`config.mk`:
```
export PLATFORM = sky130hd
export DESIGN_NAME = ex_mem_wb_pipeline_regs
export DESIGN_NICKNAME = d
export VERILOG_FILES = /design/src/rtl/core_pkg.sv /design/src/rtl/pipe_reg_hold_flush.sv /design/src/rtl/ex_mem_wb_pipeline_regs.sv
export SDC_FILE = /design/constraint.sdc
export NUM_CORES = 1
export LEC_CHECK = 0
export BUFFER_PORTS_ARGS = -buffer_cell sky130_fd_sc_hd__buf_2
export CORE_ASPECT_RATIO = 2
export CORE_MARGIN = 5
export CORE_UTILIZATION = 25
export DETAILED_ROUTE_END_ITERATION = 10
export PLACE_DENSITY = 0.44
export SLEW_MARGIN = 15
export SYNTH_ARGS = -nofsm -noshare
export SYNTH_HDL_FRONTEND = slang
export SYNTH_SLANG_ARGS = --single-unit
```
`constraint.sdc`:
```
create_clock -name CLK -period 2.3 [get_ports CLK]
set_clock_uncertainty 0.2 [all_clocks]
set_input_delay 0.46 -clock CLK [delete_from_list [all_inputs] [get_ports CLK]]
set_output_delay 0.46 -clock CLK [all_outputs]
set_load 0.01 [all_outputs]
```
`src/rtl/core_pkg.sv`:
```
// Shared pipeline types for the RV32I core: EX/MEM and MEM/WB register layouts
// plus their bubble and flush-retention constants.
package core_pkg;

  localparam int unsigned XLEN       = 32;
  localparam int unsigned REG_ADDR_W = 5;

  typedef struct packed {
    logic                  valid;
    logic [REG_ADDR_W-1:0] rd;
    logic                  regwrite;
    logic                  memread;
    logic                  memwrite;
    logic                  memtoreg;
    logic [XLEN-1:0]       alu_result;
    logic [XLEN-1:0]       rs2_data;
  } ex_mem_t;

  typedef struct packed {
    logic                  valid;
    logic [REG_ADDR_W-1:0] rd;
    logic                  regwrite;
    logic [XLEN-1:0]       wb_data;
  } mem_wb_t;

  localparam ex_mem_t EX_MEM_BUBBLE = '0;
  localparam mem_wb_t MEM_WB_BUBBLE = '0;

  // Fields set to ones survive a bubble; control bits are cleared.
  localparam ex_mem_t EX_MEM_KEEP = '{
    valid:      1'b0,
    rd:         '1,
    regwrite:   1'b0,
    memread:    1'b0,
    memwrite:   1'b0,
    memtoreg:   1'b1,
    alu_result: '1,
    rs2_data:   '1
  };

  localparam mem_wb_t MEM_WB_KEEP = '{
    valid:    1'b0,
    rd:       '1,
    regwrite: 1'b0,
    wb_data:  '1
  };

endpackage

```
`src/rtl/pipe_reg_hold_flush.sv`:
```
// Generic pipeline register: hold has priority over flush; a flush clears the
// bits outside KEEP to the BUBBLE value and leaves the KEEP bits untouched.
module pipe_reg_hold_flush #(
  parameter type T      = logic,
  parameter T    BUBBLE = T'(0),
  parameter T    KEEP   = T'(0)
) (
  input  logic clk,
  input  logic rst_n,
  input  logic hold,
  input  logic flush,
  input  T     d,
  output T     q
);

  T q_q;
  T q_d;

  always_comb begin
    q_d = q_q;
    if (!hold) begin
      if (flush) q_d = T'((q_q & KEEP) | (BUBBLE & ~KEEP));
      else       q_d = d;
    end
  end

  always_ff @(posedge clk or negedge rst_n) begin
    if (!rst_n) q_q <= T'(0);
    else        q_q <= q_d;
  end

  assign q = q_q;

endmodule

```
`src/rtl/ex_mem_wb_pipeline_regs.sv`:
```
// EX/MEM and MEM/WB pipeline registers with memory-wait stall, EX/MEM flush,
// x0 regwrite suppression and a retired-instruction counter.
module ex_mem_wb_pipeline_regs
  import core_pkg::*;
#(
  parameter int unsigned XLEN       = core_pkg::XLEN,
  parameter int unsigned REG_ADDR_W = core_pkg::REG_ADDR_W,
  parameter int unsigned CNT_W      = 32
) (
  input  logic                  CLK,
  input  logic                  RST_N,
  input  logic                  MEM_STALL,
  input  logic                  FLUSH_EX_MEM,
  input  logic                  EX_VALID,
  input  logic [XLEN-1:0]       EX_ALU_RESULT,
  input  logic [XLEN-1:0]       EX_RS2_DATA,
  input  logic [REG_ADDR_W-1:0] EX_RD,
  input  logic                  EX_REGWRITE,
  input  logic                  EX_MEMREAD,
  input  logic                  EX_MEMWRITE,
  input  logic                  EX_MEMTOREG,
  input  logic [XLEN-1:0]       MEM_READ_DATA,
  output logic                  VALID_EX_MEM,
  output logic [REG_ADDR_W-1:0] ARD_EX_MEM,
  output logic                  REGWRITE_EX_MEM,
  output logic [XLEN-1:0]       ALU_RESULT_EX_MEM,
  output logic [XLEN-1:0]       RS2_DATA_EX_MEM,
  output logic                  MEMREAD_EX_MEM,
  output logic                  MEMWRITE_EX_MEM,
  output logic                  VALID_MEM_WB,
  output logic [REG_ADDR_W-1:0] ARD_MEM_WB,
  output logic                  REGWRITE_MEM_WB,
  output logic [XLEN-1:0]       WB_DATA_MEM_WB,
  output logic [CNT_W-1:0]      RETIRED_COUNT
);

  ex_mem_t          ex_mem_d;
  ex_mem_t          ex_mem_q;
  mem_wb_t          mem_wb_d;
  mem_wb_t          mem_wb_q;
  logic [CNT_W-1:0] retired_d;
  logic [CNT_W-1:0] retired_q;

  always_comb begin
    ex_mem_d            = EX_MEM_BUBBLE;
    ex_mem_d.valid      = EX_VALID;
    ex_mem_d.rd         = EX_RD;
    ex_mem_d.regwrite   = EX_REGWRITE & EX_VALID & (EX_RD != '0);
    ex_mem_d.memread    = EX_MEMREAD & EX_VALID;
    ex_mem_d.memwrite   = EX_MEMWRITE & EX_VALID;
    ex_mem_d.memtoreg   = EX_MEMTOREG;
    ex_mem_d.alu_result = EX_ALU_RESULT;
    ex_mem_d.rs2_data   = EX_RS2_DATA;
  end

  // A stall freezes EX/MEM and drops a bubble into MEM/WB, so the stall wins
  // over a concurrent flush and the held instruction completes afterwards.
  pipe_reg_hold_flush #(
    .T      (ex_mem_t),
    .BUBBLE (EX_MEM_BUBBLE),
    .KEEP   (EX_MEM_KEEP)
  ) u_ex_mem (
    .clk   (CLK),
    .rst_n (RST_N),
    .hold  (MEM_STALL),
    .flush (FLUSH_EX_MEM),
    .d     (ex_mem_d),
    .q     (ex_mem_q)
  );

  always_comb begin
    mem_wb_d          = MEM_WB_BUBBLE;
    mem_wb_d.valid    = ex_mem_q.valid;
    mem_wb_d.rd       = ex_mem_q.rd;
    mem_wb_d.regwrite = ex_mem_q.regwrite;
    mem_wb_d.wb_data  = ex_mem_q.memtoreg ? MEM_READ_DATA : ex_mem_q.alu_result;
  end

  pipe_reg_hold_flush #(
    .T      (mem_wb_t),
    .BUBBLE (MEM_WB_BUBBLE),
    .KEEP   (MEM_WB_KEEP)
  ) u_mem_wb (
    .clk   (CLK),
    .rst_n (RST_N),
    .hold  (1'b0),
    .flush (MEM_STALL),
    .d     (mem_wb_d),
    .q     (mem_wb_q)
  );

  always_comb begin
    retired_d = retired_q;
    if (mem_wb_q.valid) retired_d = retired_q + CNT_W'(1);
  end

  always_ff @(posedge CLK or negedge RST_N) begin
    if (!RST_N) retired_q <= '0;
    else        retired_q <= retired_d;
  end

  assign VALID_EX_MEM      = ex_mem_q.valid;
  assign ARD_EX_MEM        = ex_mem_q.rd;
  assign REGWRITE_EX_MEM   = ex_mem_q.regwrite;
  assign ALU_RESULT_EX_MEM = ex_mem_q.alu_result;
  assign RS2_DATA_EX_MEM   = ex_mem_q.rs2_data;
  assign MEMREAD_EX_MEM    = ex_mem_q.memread;
  assign MEMWRITE_EX_MEM   = ex_mem_q.memwrite;
  assign VALID_MEM_WB      = mem_wb_q.valid;
  assign ARD_MEM_WB        = mem_wb_q.rd;
  assign REGWRITE_MEM_WB   = mem_wb_q.regwrite;
  assign WB_DATA_MEM_WB    = mem_wb_q.wb_data;
  assign RETIRED_COUNT     = retired_q;

endmodule

```
==> results of run 1 <==
## synth_stat cells (2+ instances only)
master                     instances
sky130_fd_sc_hd__dfrtp_1         145
sky130_fd_sc_hd__mux2_2           77
sky130_fd_sc_hd__buf_4            69
sky130_fd_sc_hd__nand2_1          47
sky130_fd_sc_hd__o21ai_0          36
sky130_fd_sc_hd__mux2i_1          32
sky130_fd_sc_hd__xnor2_1          26
sky130_fd_sc_hd__nand3_1          14
sky130_fd_sc_hd__clkbuf_1         11
sky130_fd_sc_hd__buf_2            10
sky130_fd_sc_hd__nand4_1           8
sky130_fd_sc_hd__and3_1            7
sky130_fd_sc_hd__nor2_1            5
sky130_fd_sc_hd__xor2_1            4
sky130_fd_sc_hd__nor2b_1           3
sky130_fd_sc_hd__nand4_2           2
sky130_fd_sc_hd__nor4_4            2
## power breakdown
| group | switching [uW] | total (uW) | internal (uW) |
|---|---|---|---|
| clock | 1110 | 3070 | 1960 |
| sequential | 261 | 3150 | 2890 |
| combinational | 627 | 1240 | 617 |
| total | 2000 | 7470 | 5470 |
## metal layers
| metal | share of wire | GRT usage |
|---|---|---|
| met1 | 0.43 | 0.145 |
| met3 | 0.13 | 0.0578 |
| met5 | 0.0034 | 0 |
| met2 | 0.41 | 0.160 |
| met4 | 0.022 | 0.0518 |
## worst max-delay path, cell delays in order (launching register included)
cell and delay (ns):
sky130_fd_sc_hd__dfrtp_1 0.44, sky130_fd_sc_hd__ha_1 0.22, sky130_fd_sc_hd__nand4_1 0.17, sky130_fd_sc_hd__nor4_4 0.55
sky130_fd_sc_hd__nand4_1 0.22, sky130_fd_sc_hd__xnor2_1 0.16
## per-stage QoR
stage / instance area [um^2] / worst slack [ns] / total power, uW / util / hold slack (ns)
after floorplan: 6400 / 0.471 / 4020 / - / -0.0356
after global placement: 7630 / 0.275 / 4460 / 0.300 / 0.222
after detailed placement: 7630 / 0.189 / 4480 / 0.300 / 0.220
after CTS: 8290 / 0.175 / 7630 / 0.326 / 0.0155
after global routing: 8300 / 0.0886 / 7870 / 0.326 / 0.0261
final: 8300 / 0.232 / 7470 / 0.326 / 0.0578
## area by class of cell
cell class / count / area, um^2
multi-input cells: 271 / 2160
fillers: 2564 / 17100
flip-flops and latches: 145 / 3630
repair buffers: 262 / 1420
well taps: 340 / 425
diodes: 1 / 2.50
clock buffers: 20 / 447
inverters: 1 / 3.75
clock inverters: 12 / 206
## flip-flops by register name, indices dropped and copies added (netlist names)
signal	flops
u_ex_mem.q	74
u_mem_wb.q	39
RETIRED_COUNT	32
## cells by family after synthesis
group           share of synthesized area
buf+inv                            0.0958
compound gates                     0.0293
fa+ha+maj                         0.00196
simple gates                       0.0790
flops                               0.567
mux                                 0.186
xor+xnor                           0.0411
## final timing paths
| check | slack (ns) | startpoint | to |
|---|---|---|---|
| worst max-delay path | 0.23 | RETIRED_COUNT[0] | RETIRED_COUNT[28] |
| worst min-delay path | 0.06 | EX_ALU_RESULT[7] | u_ex_mem.q[39] |
| worst max register to register | 0.23 | RETIRED_COUNT[0] | RETIRED_COUNT[28] |
| worst min register to register | 0.27 | RETIRED_COUNT[31] | RETIRED_COUNT[31] |
| max in group asynchronous | 0.89 | RST_N | RETIRED_COUNT[30] |
| min in group asynchronous | 0.32 | RST_N | RETIRED_COUNT[9] |
## placed cells by master (no fill, tap or decap), types with 2 or more instances in the layout
cell,netlist,final
sky130_fd_sc_hd__and3_1,7,7
sky130_fd_sc_hd__buf_12,0,6
sky130_fd_sc_hd__buf_2,10,252
sky130_fd_sc_hd__buf_4,69,2
sky130_fd_sc_hd__bufinv_16,0,5
sky130_fd_sc_hd__clkbuf_1,11,2
sky130_fd_sc_hd__clkbuf_16,0,17
sky130_fd_sc_hd__clkinv_4,0,2
sky130_fd_sc_hd__clkinvlp_4,0,4
sky130_fd_sc_hd__dfrtp_1,145,144
sky130_fd_sc_hd__mux2_2,77,77
sky130_fd_sc_hd__mux2i_1,32,32
sky130_fd_sc_hd__nand2_1,47,47
sky130_fd_sc_hd__nand3_1,14,14
sky130_fd_sc_hd__nand4_1,8,8
sky130_fd_sc_hd__nand4_2,2,2
sky130_fd_sc_hd__nor2_1,5,4
sky130_fd_sc_hd__nor2b_1,3,3
sky130_fd_sc_hd__nor4_4,2,2
sky130_fd_sc_hd__o21ai_0,36,36
sky130_fd_sc_hd__xnor2_1,26,26
sky130_fd_sc_hd__xor2_1,4,4
==> summary.txt, run 1 <==
======================================================================================
Status .................................................................. complete, no violations
Cell at the root of the clock tree ...................................... sky130_fd_sc_hd__clkbuf_16
Number of storage elements in the synthesis netlist .....................          145
Transition time of the tightest slew-check pin ..........................     0.598 ns
P_leak ..................................................................   0.00405 uW
Clock slew at the register clock pins of the worst setup and hold paths .      0.06 ns
Count of yosys warnings during synthesis ................................            0
Total nets after synthesis ..............................................          618
Pin count of the biggest net entering global routing ....................           79
Inst Count DP ...........................................................         1018
Setup repair after global routing missed its margin .....................        false
Post-Syn Area per Cell ..................................................    12.6 um^2
Max frequency ...........................................................      484 MHz
Routed via count ........................................................         4299
Post-CTS Setup Bufs .....................................................            0
Power density over cell area ............................................  900 nW/um^2
Average routed wire per standard cell ...................................      15.5 um
Die extent in x .........................................................       123 um
Num CTS Buffers .........................................................           17
Worst ir drop on vdd ....................................................       443 uV
Crit path kind .......................................................... flop to flop
Cell area after technology mapping ......................................    6400 um^2
Initial Util ............................................................        0.251
Worst Hold Path Cells ...................................................            2
Max-slew headroom at the worst pin ......................................        0.598
WP data arrival .........................................................      2.18 ns
CP max FO ...............................................................            9
Required arrival time at the worst endpoint .............................      2.41 ns
Area share of the largest cell type after synthesis .....................        0.567
Standard cell core area .................................................   25400 um^2
Critical path startpoint category .......................................         flop
Total wire length after detailed routing ................................     16400 um
Via-to-Cell Ratio .......................................................         4.09
Most area-consuming cells after synthesis ............................... sky130_fd_sc_hd__dfrtp_1, sky130_fd_sc_hd__mux2_2, sky130_fd_sc_hd__buf_4
TritonCTS clock tree ....................................................        built
Max Cap Viol ............................................................            0
Die Span Y ..............................................................       236 um
Global-route usage over all layers ......................................        0.114
Total negative setup slack ..............................................         0 ns
Count of flip-flops with a built-in enable after synthesis ..............            0
Number of cell rows .....................................................           83
Violation count after the first detailed-routing iteration ..............          181
Post-layout net count ...................................................          809
First-pass GRT wire length ..............................................     25400 um
Number of nets still failing antenna checks after routing ...............            0
Number of global-route vias before repair ...............................         4533
Final hold vios .........................................................            0
Total number of clock tree sinks ........................................          145
Main flop type after synthesis .......................................... sky130_fd_sc_hd__dfrtp_1
Worst skew pair latency .................................................      0.43 ns
Io pins .................................................................          254
Time the final worst path needs with I/O delays and setup ...............      2.07 ns
Detailed-placement wirelength estimate ..................................     12000 um
Class of the most critical hold timing path ............................. input pin to flop
Crit share post-route ...................................................        0.899
Gate count after technology mapping .....................................          507
Die ar. .................................................................   29100 um^2
Layout Area Growth over Synthesis .......................................        29.7%
Synth unique cells ......................................................           26
Quantity of I/O buffers inserted on ports ...............................          253
Layout Cells excl Fill ..................................................         1052
Async set-reset flop share out of synthesis .............................         1.00
Post-cts gate resize count ..............................................            0
Worst Setup End Kind ....................................................         flop
Synth area leader ....................................................... sky130_fd_sc_hd__dfrtp_1
Max Slew Vio Count ......................................................            0
Share of post-route cells with drive strength above 1 ...................        0.530
Count of final setup violators ..........................................            0
Global placer's final weighted congestion ...............................        0.727
Post-synthesis sequential area ratio ....................................        0.567
Max H-tree Level ........................................................            4
Initial antenna violation count .........................................            6
R2r worst-path depth ....................................................            5
Remaining DRCs ..........................................................            0
GR Overflow Total .......................................................            0
Maximum clock insertion buffer count ....................................            2
First drt pass iteration count ..........................................            4
Hold bufs inserted after CTS ............................................            1
======================================================================================
Power figures use the tool's default switching activity.
==> inputs of run 2 (changes only) <==
--- a/config.mk
+++ b/config.mk
@@ -5,6 +5,7 @@
 export SDC_FILE = /design/constraint.sdc
 export NUM_CORES = 1
 export LEC_CHECK = 0
+export ABC_AREA = 0
 export BUFFER_PORTS_ARGS = -buffer_cell sky130_fd_sc_hd__buf_2
 export CORE_ASPECT_RATIO = 2
 export CORE_MARGIN = 5
@@ -14,4 +15,5 @@
 export SLEW_MARGIN = 15
 export SYNTH_ARGS = -nofsm -noshare
 export SYNTH_HDL_FRONTEND = slang
+export SYNTH_HIERARCHICAL = 1
 export SYNTH_SLANG_ARGS = --single-unit
==> summary.txt, run 2 <==
======================================================================================
Count of yosys warnings during synthesis ................................            6   +6
Main flop type after synthesis .......................................... sky130_fd_sc_hd__dfrtp_1
Total negative setup slack ..............................................         0 ns   unchanged
Synth unique cells ......................................................           31   +19%
Total met3 wirelength after detailed routing ............................      1020 um   -53%
Global placer's final weighted congestion ...............................        0.728   +0.15%
Worst ir drop on vdd ....................................................       470 uV   +6.3%
CP max FO ...............................................................            8   -1
Hold path startpoint .................................................... EX_ALU_RESULT[30]
Total wire length after detailed routing ................................     18100 um   +10%
Detailed-placement wirelength estimate ..................................     13800 um   +15%
Maximum clock insertion buffer count ....................................            2   unchanged
Count of fill cells added during filler insertion .......................         2538   -1.0%
Average routed wire per standard cell ...................................      17.6 um   +13%
Routed via count ........................................................         4399   +2.3%
Total number of clock tree sinks ........................................          145   unchanged
CP max-delay cell ....................................................... sky130_fd_sc_hd__nor3_2
Flip-flop count of the largest register after layout ....................           74   unchanged
Layout Area Growth over Synthesis .......................................        35.7%
Slack of the worst reg-to-reg path ......................................      0.42 ns   +0.18 ns
Setup repair after global routing missed its margin .....................        false
Uppermost routed layer ..................................................         met5
TritonCTS clock tree ....................................................        built
Pin count of the biggest net entering global routing ....................           62   -22%
Time the final worst path needs with I/O delays and setup ...............      1.88 ns   -0.184 ns
Post-synth top cells .................................................... sky130_fd_sc_hd__dfrtp_1, sky130_fd_sc_hd__mux2_2, sky130_fd_sc_hd__mux2_4, sky130_fd_sc_hd__xnor2_1, sky130_fd_sc_hd__nand4_1
Worst Hold Path Cells ...................................................            2   unchanged
Num CTS Buffers .........................................................           17   unchanged
Most frequent cells in the layout ....................................... sky130_fd_sc_hd__buf_2, sky130_fd_sc_hd__dfrtp_1, sky130_fd_sc_hd__mux2_2
Reg-to-Reg End .......................................................... RETIRED_COUNT[12]
Transition time of the tightest slew-check pin ..........................     0.562 ns   -0.0359 ns
List of cells traversed by the critical path ............................ nand4_1 > nor3_2 > nand4_1 > xnor2_1
Via-to-Cell Ratio .......................................................         4.28   +4.6%
Worst R2R Start ......................................................... u_mem_wb/q[38]
Top-count cell post-synth ............................................... sky130_fd_sc_hd__dfrtp_1
Initial antenna violation count .........................................            2   -4
Detailed-route wire length on metal 1 ...................................      5810 um   -17%
Top delay family on crit path ........................................... simple AND/OR/NAND/NOR gates
PnR Total Power .........................................................      7470 uW   about the same
Worst Setup End Kind ....................................................         flop
Global-route usage over all layers ......................................        0.129   +0.0150
WP data arrival .........................................................      1.99 ns   -0.19 ns
Post-Syn Area per Cell ..................................................    15.3 um^2   +21%
Remaining DRCs ..........................................................            0   unchanged
Standard cell core area .................................................   24900 um^2   -2.0%
Max frequency ...........................................................      531 MHz   +9.8%
Bufs and invs on worst path .............................................            0   unchanged
Power density over cell area ............................................  879 nW/um^2   -2.4%
P_leak ..................................................................   0.00411 uW   +1.4%
Crit path kind .......................................................... flop to flop
Final hold vios .........................................................            0   unchanged
Required arrival time at the worst endpoint .............................      2.41 ns   about the same
Io pins .................................................................          254   unchanged
GR Overflow Total .......................................................            0   unchanged
Critical Path Max Stage Delay ...........................................      0.50 ns   -0.05 ns
Max H-tree Level ........................................................            4   unchanged
Status .................................................................. complete, no violations
Clock slew at the register clock pins of the worst setup and hold paths .      0.06 ns   about the same
Number of cell rows .....................................................           82   -1.2%
R2r worst-path depth ....................................................            4   -1
Cell area after technology mapping ......................................    6260 um^2   -2.1%
Post-cts gate resize count ..............................................            0   unchanged
Gate count after technology mapping .....................................          409   -19%
Violation count after the first detailed-routing iteration ..............          104   -43%
Most common cell on crit path ........................................... sky130_fd_sc_hd__nand4_1
Critical path startpoint category .......................................         flop
Most area-consuming cells after synthesis ............................... sky130_fd_sc_hd__dfrtp_1, sky130_fd_sc_hd__mux2_2, sky130_fd_sc_hd__mux2_4
First-pass GRT wire length ..............................................     27200 um   +7.3%
Number of storage elements in the synthesis netlist .....................          145   unchanged
Async set-reset flop share out of synthesis .............................         1.00   unchanged
Quantity of I/O buffers inserted on ports ...............................          253   unchanged
Count of final setup violators ..........................................            0   unchanged
Most common library cell in the layout ignoring fill and taps ........... sky130_fd_sc_hd__buf_2
Final worst hold slack ..................................................    0.0553 ns   -0.00250 ns
Max-slew headroom at the worst pin ......................................        0.624   +0.0259
Max Cap Viol ............................................................            0   unchanged
Total met2 wirelength after detailed routing ............................     10700 um   +58%
Cell at the root of the clock tree ...................................... sky130_fd_sc_hd__clkbuf_16
Die Span Y ..............................................................       234 um   -1.0%
Die extent in x .........................................................       122 um   -0.99%
Post-layout net count ...................................................          792   -2.1%
First drt pass iteration count ..........................................            5   +1
Post-synthesis sequential area ratio ....................................        0.580   +0.0124
Max Slew Vio Count ......................................................            0   unchanged
Worst skew pair latency .................................................      0.43 ns   about the same
Die ar. .................................................................   28500 um^2   -2.0%
Synth area leader ....................................................... sky130_fd_sc_hd__dfrtp_1
Post-CTS Setup Bufs .....................................................            0   unchanged
Worst-case hold path end point .......................................... u_ex_mem/q[62]
Initial Util ............................................................        0.251   -0.000309
Share of post-route cells with drive strength above 1 ...................        0.633   +0.103
Crit share post-route ...................................................        0.819   -0.0801
Area share of the largest cell type after synthesis .....................        0.580   +0.0124
Number of nets still failing antenna checks after routing ...............            0   unchanged
Class of the most critical hold timing path ............................. input pin to flop
Number of global-route vias before repair ...............................         4874   +7.5%
Count of flip-flops with a built-in enable after synthesis ..............            0   unchanged
======================================================================================
run 2: cell count changes after synthesis, moves of 10 or more:
| cell | delta |
|---|---|
| sky130_fd_sc_hd__buf_4 | -68 |
| sky130_fd_sc_hd__mux2_4 | +36 |
| sky130_fd_sc_hd__nand2_1 | -35 |
| sky130_fd_sc_hd__mux2i_1 | -32 |
| sky130_fd_sc_hd__o21ai_0 | -32 |
| sky130_fd_sc_hd__mux2_2 | +27 |
| sky130_fd_sc_hd__clkbuf_1 | -10 |
| sky130_fd_sc_hd__nand4_1 | +10 |
run 2: area by class of cell:
cell class,count,area (um^2),area share
multi-input cells,250,2470,0.291
repair buffers,265,1420,0.167
flip-flops and latches,145,3630,0.427
diodes,1,2.50,0.000295
well taps,336,420,0.0495
clock buffers,26,499,0.0588
clock inverters,4,51.3,0.00604
inverters,2,7.51,0.000884
run 2: cell families (layout without fill, tap and decap cells):
family	after synthesis	in the layout	share of synthesized area
DFF	145	145	0.580
muxes	140	140	0.273
and+or+nand+nor	66	66	0.0649
xor gates and xnor gates	31	31	0.0434
buffers and inverters	18	297	0.0282
AOI/OAI and AO/OA	7	7	0.00799
adders and majority gates	1	1	0.00200
other	1	6	0.000599
run 2: worst max path at each step:
stage / from / endpoint / depth (start not counted)
global route: RETIRED_COUNT[5] / RETIRED_COUNT[25] / 4
CTS: RETIRED_COUNT[5] / RETIRED_COUNT[25] / 4
global placement: RETIRED_COUNT[5] / RETIRED_COUNT[25] / 4
finish: u_mem_wb/q[38] / RETIRED_COUNT[12] / 4
floorplan: u_ex_mem/q[64] / u_mem_wb/q[27] / 4
detailed placement: RETIRED_COUNT[5] / RETIRED_COUNT[26] / 4
run 2: timing repair:
item / CTS / global route
endpoints found under the setup margin: 0 / 0
hold buffers: 1 / 0
endpoints found under the hold margin: 34 / 0
run 2: per-stage QoR:
| step | cells | cell area, um^2 | worst slack [ns] | util |
|---|---|---|---|---|
| floorplan | 413 | 6280 | 0.523 | - |
| global placement | 997 | 7930 | 0.418 | 0.318 |
| detailed placement | 997 | 7930 | 0.394 | 0.318 |
| CTS | 1028 | 8490 | 0.371 | 0.341 |
| global route | 1029 | 8500 | 0.224 | 0.341 |
| finish | 1029 | 8500 | 0.416 | 0.341 |
run 2: metal layers:
layer | GRT usage | vias up
met5 | 0 | -
met4 | 0.0596 | 2
met3 | 0.0422 | 28
met2 | 0.250 | 147
met1 | 0.118 | 2219
li1 | - | 2003
run 2: power breakdown:
part | total [uW] | switching (uW) | internal (uW)
Combinational | 1610 | 750 | 863
Sequential | 3220 | 267 | 2950
Clock | 2640 | 1050 | 1590
Total | 7470 | 2060 | 5400
==> inputs of run 3 (changes only) <==
--- a/config.mk
+++ b/config.mk
@@ -5,13 +5,13 @@
 export SDC_FILE = /design/constraint.sdc
 export NUM_CORES = 1
 export LEC_CHECK = 0
-export ABC_AREA = 0
+export ABC_AREA = 1
 export BUFFER_PORTS_ARGS = -buffer_cell sky130_fd_sc_hd__buf_2
 export CORE_ASPECT_RATIO = 2
 export CORE_MARGIN = 5
 export CORE_UTILIZATION = 25
 export DETAILED_ROUTE_END_ITERATION = 10
-export PLACE_DENSITY = 0.44
+export PLACE_DENSITY = 0.45
 export SLEW_MARGIN = 15
 export SYNTH_ARGS = -nofsm -noshare
 export SYNTH_HDL_FRONTEND = slang
==> constraint.sdc (replaced) <==
create_clock -name CLK -period 1.7 [get_ports CLK]
set_clock_uncertainty 0.2 [all_clocks]
set_input_delay 0.34 -clock CLK [delete_from_list [all_inputs] [get_ports CLK]]
set_output_delay 0.34 -clock CLK [all_outputs]
set_load 0.01 [all_outputs]
==> summary.txt, run 3 <==
======================================================================================
Status .................................................................. complete, no violations
Cell at the root of the clock tree ...................................... sky130_fd_sc_hd__clkbuf_16
CP max FO ...............................................................            3   -5
Count of final setup violators ..........................................            0   unchanged
P_leak ..................................................................   0.00516 uW   +26%
Power density over cell area ............................................  998 nW/um^2   +14%
Worst skew pair latency .................................................      0.43 ns   about the same
Top-count cell post-synth ............................................... sky130_fd_sc_hd__nand2_1
Die extent in x .........................................................       126 um   +3.2%
WP data arrival .........................................................      1.11 ns   -0.88 ns
Die Span Y ..............................................................       242 um   +3.3%
Synth unique cells ......................................................           29   -6.5%
Via-to-Cell Ratio .......................................................         4.33   +1.3%
Post-layout net count ...................................................         1204   +52%
Total number of clock tree sinks ........................................          145   unchanged
Worst Setup End Kind ....................................................   output pin
Initial antenna violation count .........................................            1   -1
Post-synth top cells .................................................... sky130_fd_sc_hd__nand2_1, sky130_fd_sc_hd__dfrtp_1, sky130_fd_sc_hd__o21ai_0, sky130_fd_sc_hd__mux2_2, sky130_fd_sc_hd__inv_1
Max Cap Viol ............................................................            0   unchanged
Number of storage elements in the synthesis netlist .....................          145   unchanged
Violation count after the first detailed-routing iteration ..............          202   +94%
Required arrival time at the worst endpoint .............................      1.16 ns   -1.25 ns
Most area-consuming cells after synthesis ............................... sky130_fd_sc_hd__dfrtp_1, sky130_fd_sc_hd__nand2_1, sky130_fd_sc_hd__o21ai_0
Worst Hold Path Cells ...................................................            4   +2
Max Slew Vio Count ......................................................            0   unchanged
Routed via count ........................................................         6285   +43%
Maximum clock insertion buffer count ....................................            2   unchanged
Setup repair after global routing missed its margin .....................         true
Standard cell core area .................................................   26400 um^2   +5.8%
Average routed wire per standard cell ...................................      17.4 um   -0.72%
Number of nets still failing antenna checks after routing ...............            0   unchanged
Most common library cell in the layout ignoring fill and taps ........... sky130_fd_sc_hd__nand2_1
Class of the most critical hold timing path ............................. input pin to flop
Share of post-route cells with drive strength above 1 ...................        0.348   -0.285
Quantity of I/O buffers inserted on ports ...............................          253   unchanged
Area share of the largest cell type after synthesis .....................        0.541   -0.0383
Global-route usage over all layers ......................................        0.168   +0.0385
Pin count of the biggest net entering global routing ....................           71   +15%
Remaining DRCs ..........................................................            0   unchanged
Crit share post-route ...................................................        0.971
Number of global-route vias before repair ...............................         6775   +39%
Total wire length after detailed routing ................................     25300 um   +40%
Clock slew at the register clock pins of the worst setup and hold paths .      0.06 ns   about the same
Fraction of the mapped netlist area in compound gates ...................       0.0806   +0.0726
Most frequent cells in the layout ....................................... sky130_fd_sc_hd__nand2_1, sky130_fd_sc_hd__buf_2, sky130_fd_sc_hd__dfrtp_1
Flip-flop count of the largest register after layout ....................           74   unchanged
Synthesized-area fraction occupied by adder cells .......................      0.00187   -0.000132
GR Overflow Total .......................................................            0   unchanged
Detailed-placement wirelength estimate ..................................     18600 um   +35%
Max frequency ...........................................................      606 MHz
Cell area after technology mapping ......................................    6700 um^2   +7.1%
Final hold vios .........................................................            0   unchanged
TritonCTS clock tree ....................................................        built
Global placer's final weighted congestion ...............................        0.852   +17%
Num CTS Buffers .........................................................           17   unchanged
Post-synthesis sequential area ratio ....................................        0.541   -0.0383
Async set-reset flop share out of synthesis .............................         1.00   unchanged
Count of yosys warnings during synthesis ................................            6   unchanged
Crit path kind .......................................................... flop to output pin
Xor and xnor fraction of the mapped netlist area ........................       0.0300   -0.0133
Layout Area Growth over Synthesis .......................................        48.2%
First drt pass iteration count ..........................................            4   -1
Number of cell rows .....................................................           84   +2.4%
Post-Syn Area per Cell ..................................................    8.91 um^2   -42%
Synth area leader ....................................................... sky130_fd_sc_hd__dfrtp_1
Gate count after technology mapping .....................................          752   +84%
Worst ir drop on vdd ....................................................       542 uV   +15%
R2r worst-path depth ....................................................            6   +2
Initial Util ............................................................        0.254   +0.00300
Main flop type after synthesis .......................................... sky130_fd_sc_hd__dfrtp_1
Post-synthesis simple-gate area fraction ................................        0.235   +0.170
Io pins .................................................................          254   unchanged
Worst slack at placement ................................................    0.0918 ns   -0.302 ns
Time the final worst path needs with I/O delays and setup ...............      1.65 ns
Critical path startpoint category .......................................         flop
Final worst hold slack ..................................................    0.0405 ns   -0.0148 ns
Max H-tree Level ........................................................            4   unchanged
Die ar. .................................................................   30400 um^2   +6.6%
Dominant combinational cell family by area after synthesis .............. simple AND/OR/NAND/NOR gates
Count of flip-flops with a built-in enable after synthesis ..............            0   unchanged
Slack of the critical path ..............................................    0.0492 ns   -0.367 ns
First-pass GRT wire length ..............................................     39000 um   +43%
Mux cell area share after synthesis .....................................       0.0538   -0.220
======================================================================================
-- run 3: what timing repair did --
| item | 4_1_cts | 5_1_grt |
|---|---|---|
| hold endpoints to repair | 220 | 0 |
| pin swaps | 0 | 1 |
| hold buffers | 76 | 0 |
| setup endpoints to repair | 6 | 8 |
| buffers inserted | 4 | 3 |
| resized for setup | 4 | 7 |
-- run 3: final timing paths --
kind                            slack (ns)                 to              start
worst min register to register        0.27     u_ex_mem/q[66]     u_ex_mem/q[66]
worst min-delay path                  0.04     u_mem_wb/q[27]  MEM_READ_DATA[27]
max in group asynchronous             0.62     u_ex_mem/q[71]              RST_N
min in group asynchronous             0.16      u_mem_wb/q[8]              RST_N
worst max register to register        0.12  RETIRED_COUNT[23]   RETIRED_COUNT[3]
worst max-delay path                  0.05   RETIRED_COUNT[0]   RETIRED_COUNT[0]
-- run 3: logic make-up after synthesis --
kind of cell | Yosys count
AO/OA/AOI/OAI | 108
XOR/XNOR | 23
adder cells (fa/ha/maj) | 1
buffers and inverters | 72
flip-flops | 145
multiplexers | 32
other | 1
AND/OR/NAND/NOR | 370
-- run 3: layout make-up --
cell class / instances / area [um^2]
antenna: 1 / 2.50
clock inverter: 13 / 135
tap: 344 / 430
timing repair buffer: 360 / 2430
inverter: 31 / 119
clock buffer: 19 / 453
fill: 2757 / 16400
sequential: 145 / 3640
multi-input combinational: 538 / 2730
-- run 3: through the flow --
step	instance area, um^2	cells	power [uW]	utilization	TNS, ns
finish	9940	1451	9920	0.377	0
global route	9940	1451	10500	0.377	-0.00383
CTS	9890	1447	10100	0.375	-0.000501
detailed placement	8500	1335	6070	0.322	0
global placement	8500	1335	6050	0.322	0
floorplan	6720	755	5040	-	0
-- run 3: routing by layer --
layer / part of all wire / global-route usage
met1: 0.33 / 0.157
met2: 0.59 / 0.334
met3: 0.046 / 0.0399
met4: 0.036 / 0.0733
met5: 0 / 0
-- run 3: worst max-delay path: stages (launching register included) --
cell,delay [ns]
sky130_fd_sc_hd__dfrtp_1,0.39
sky130_fd_sc_hd__buf_4,0.15
sky130_fd_sc_hd__buf_2,0.13
-- run 3: power by group --
part	internal, uW	switching (uW)
Sequential	3870	259
Combinational	911	1090
Clock	2230	1550
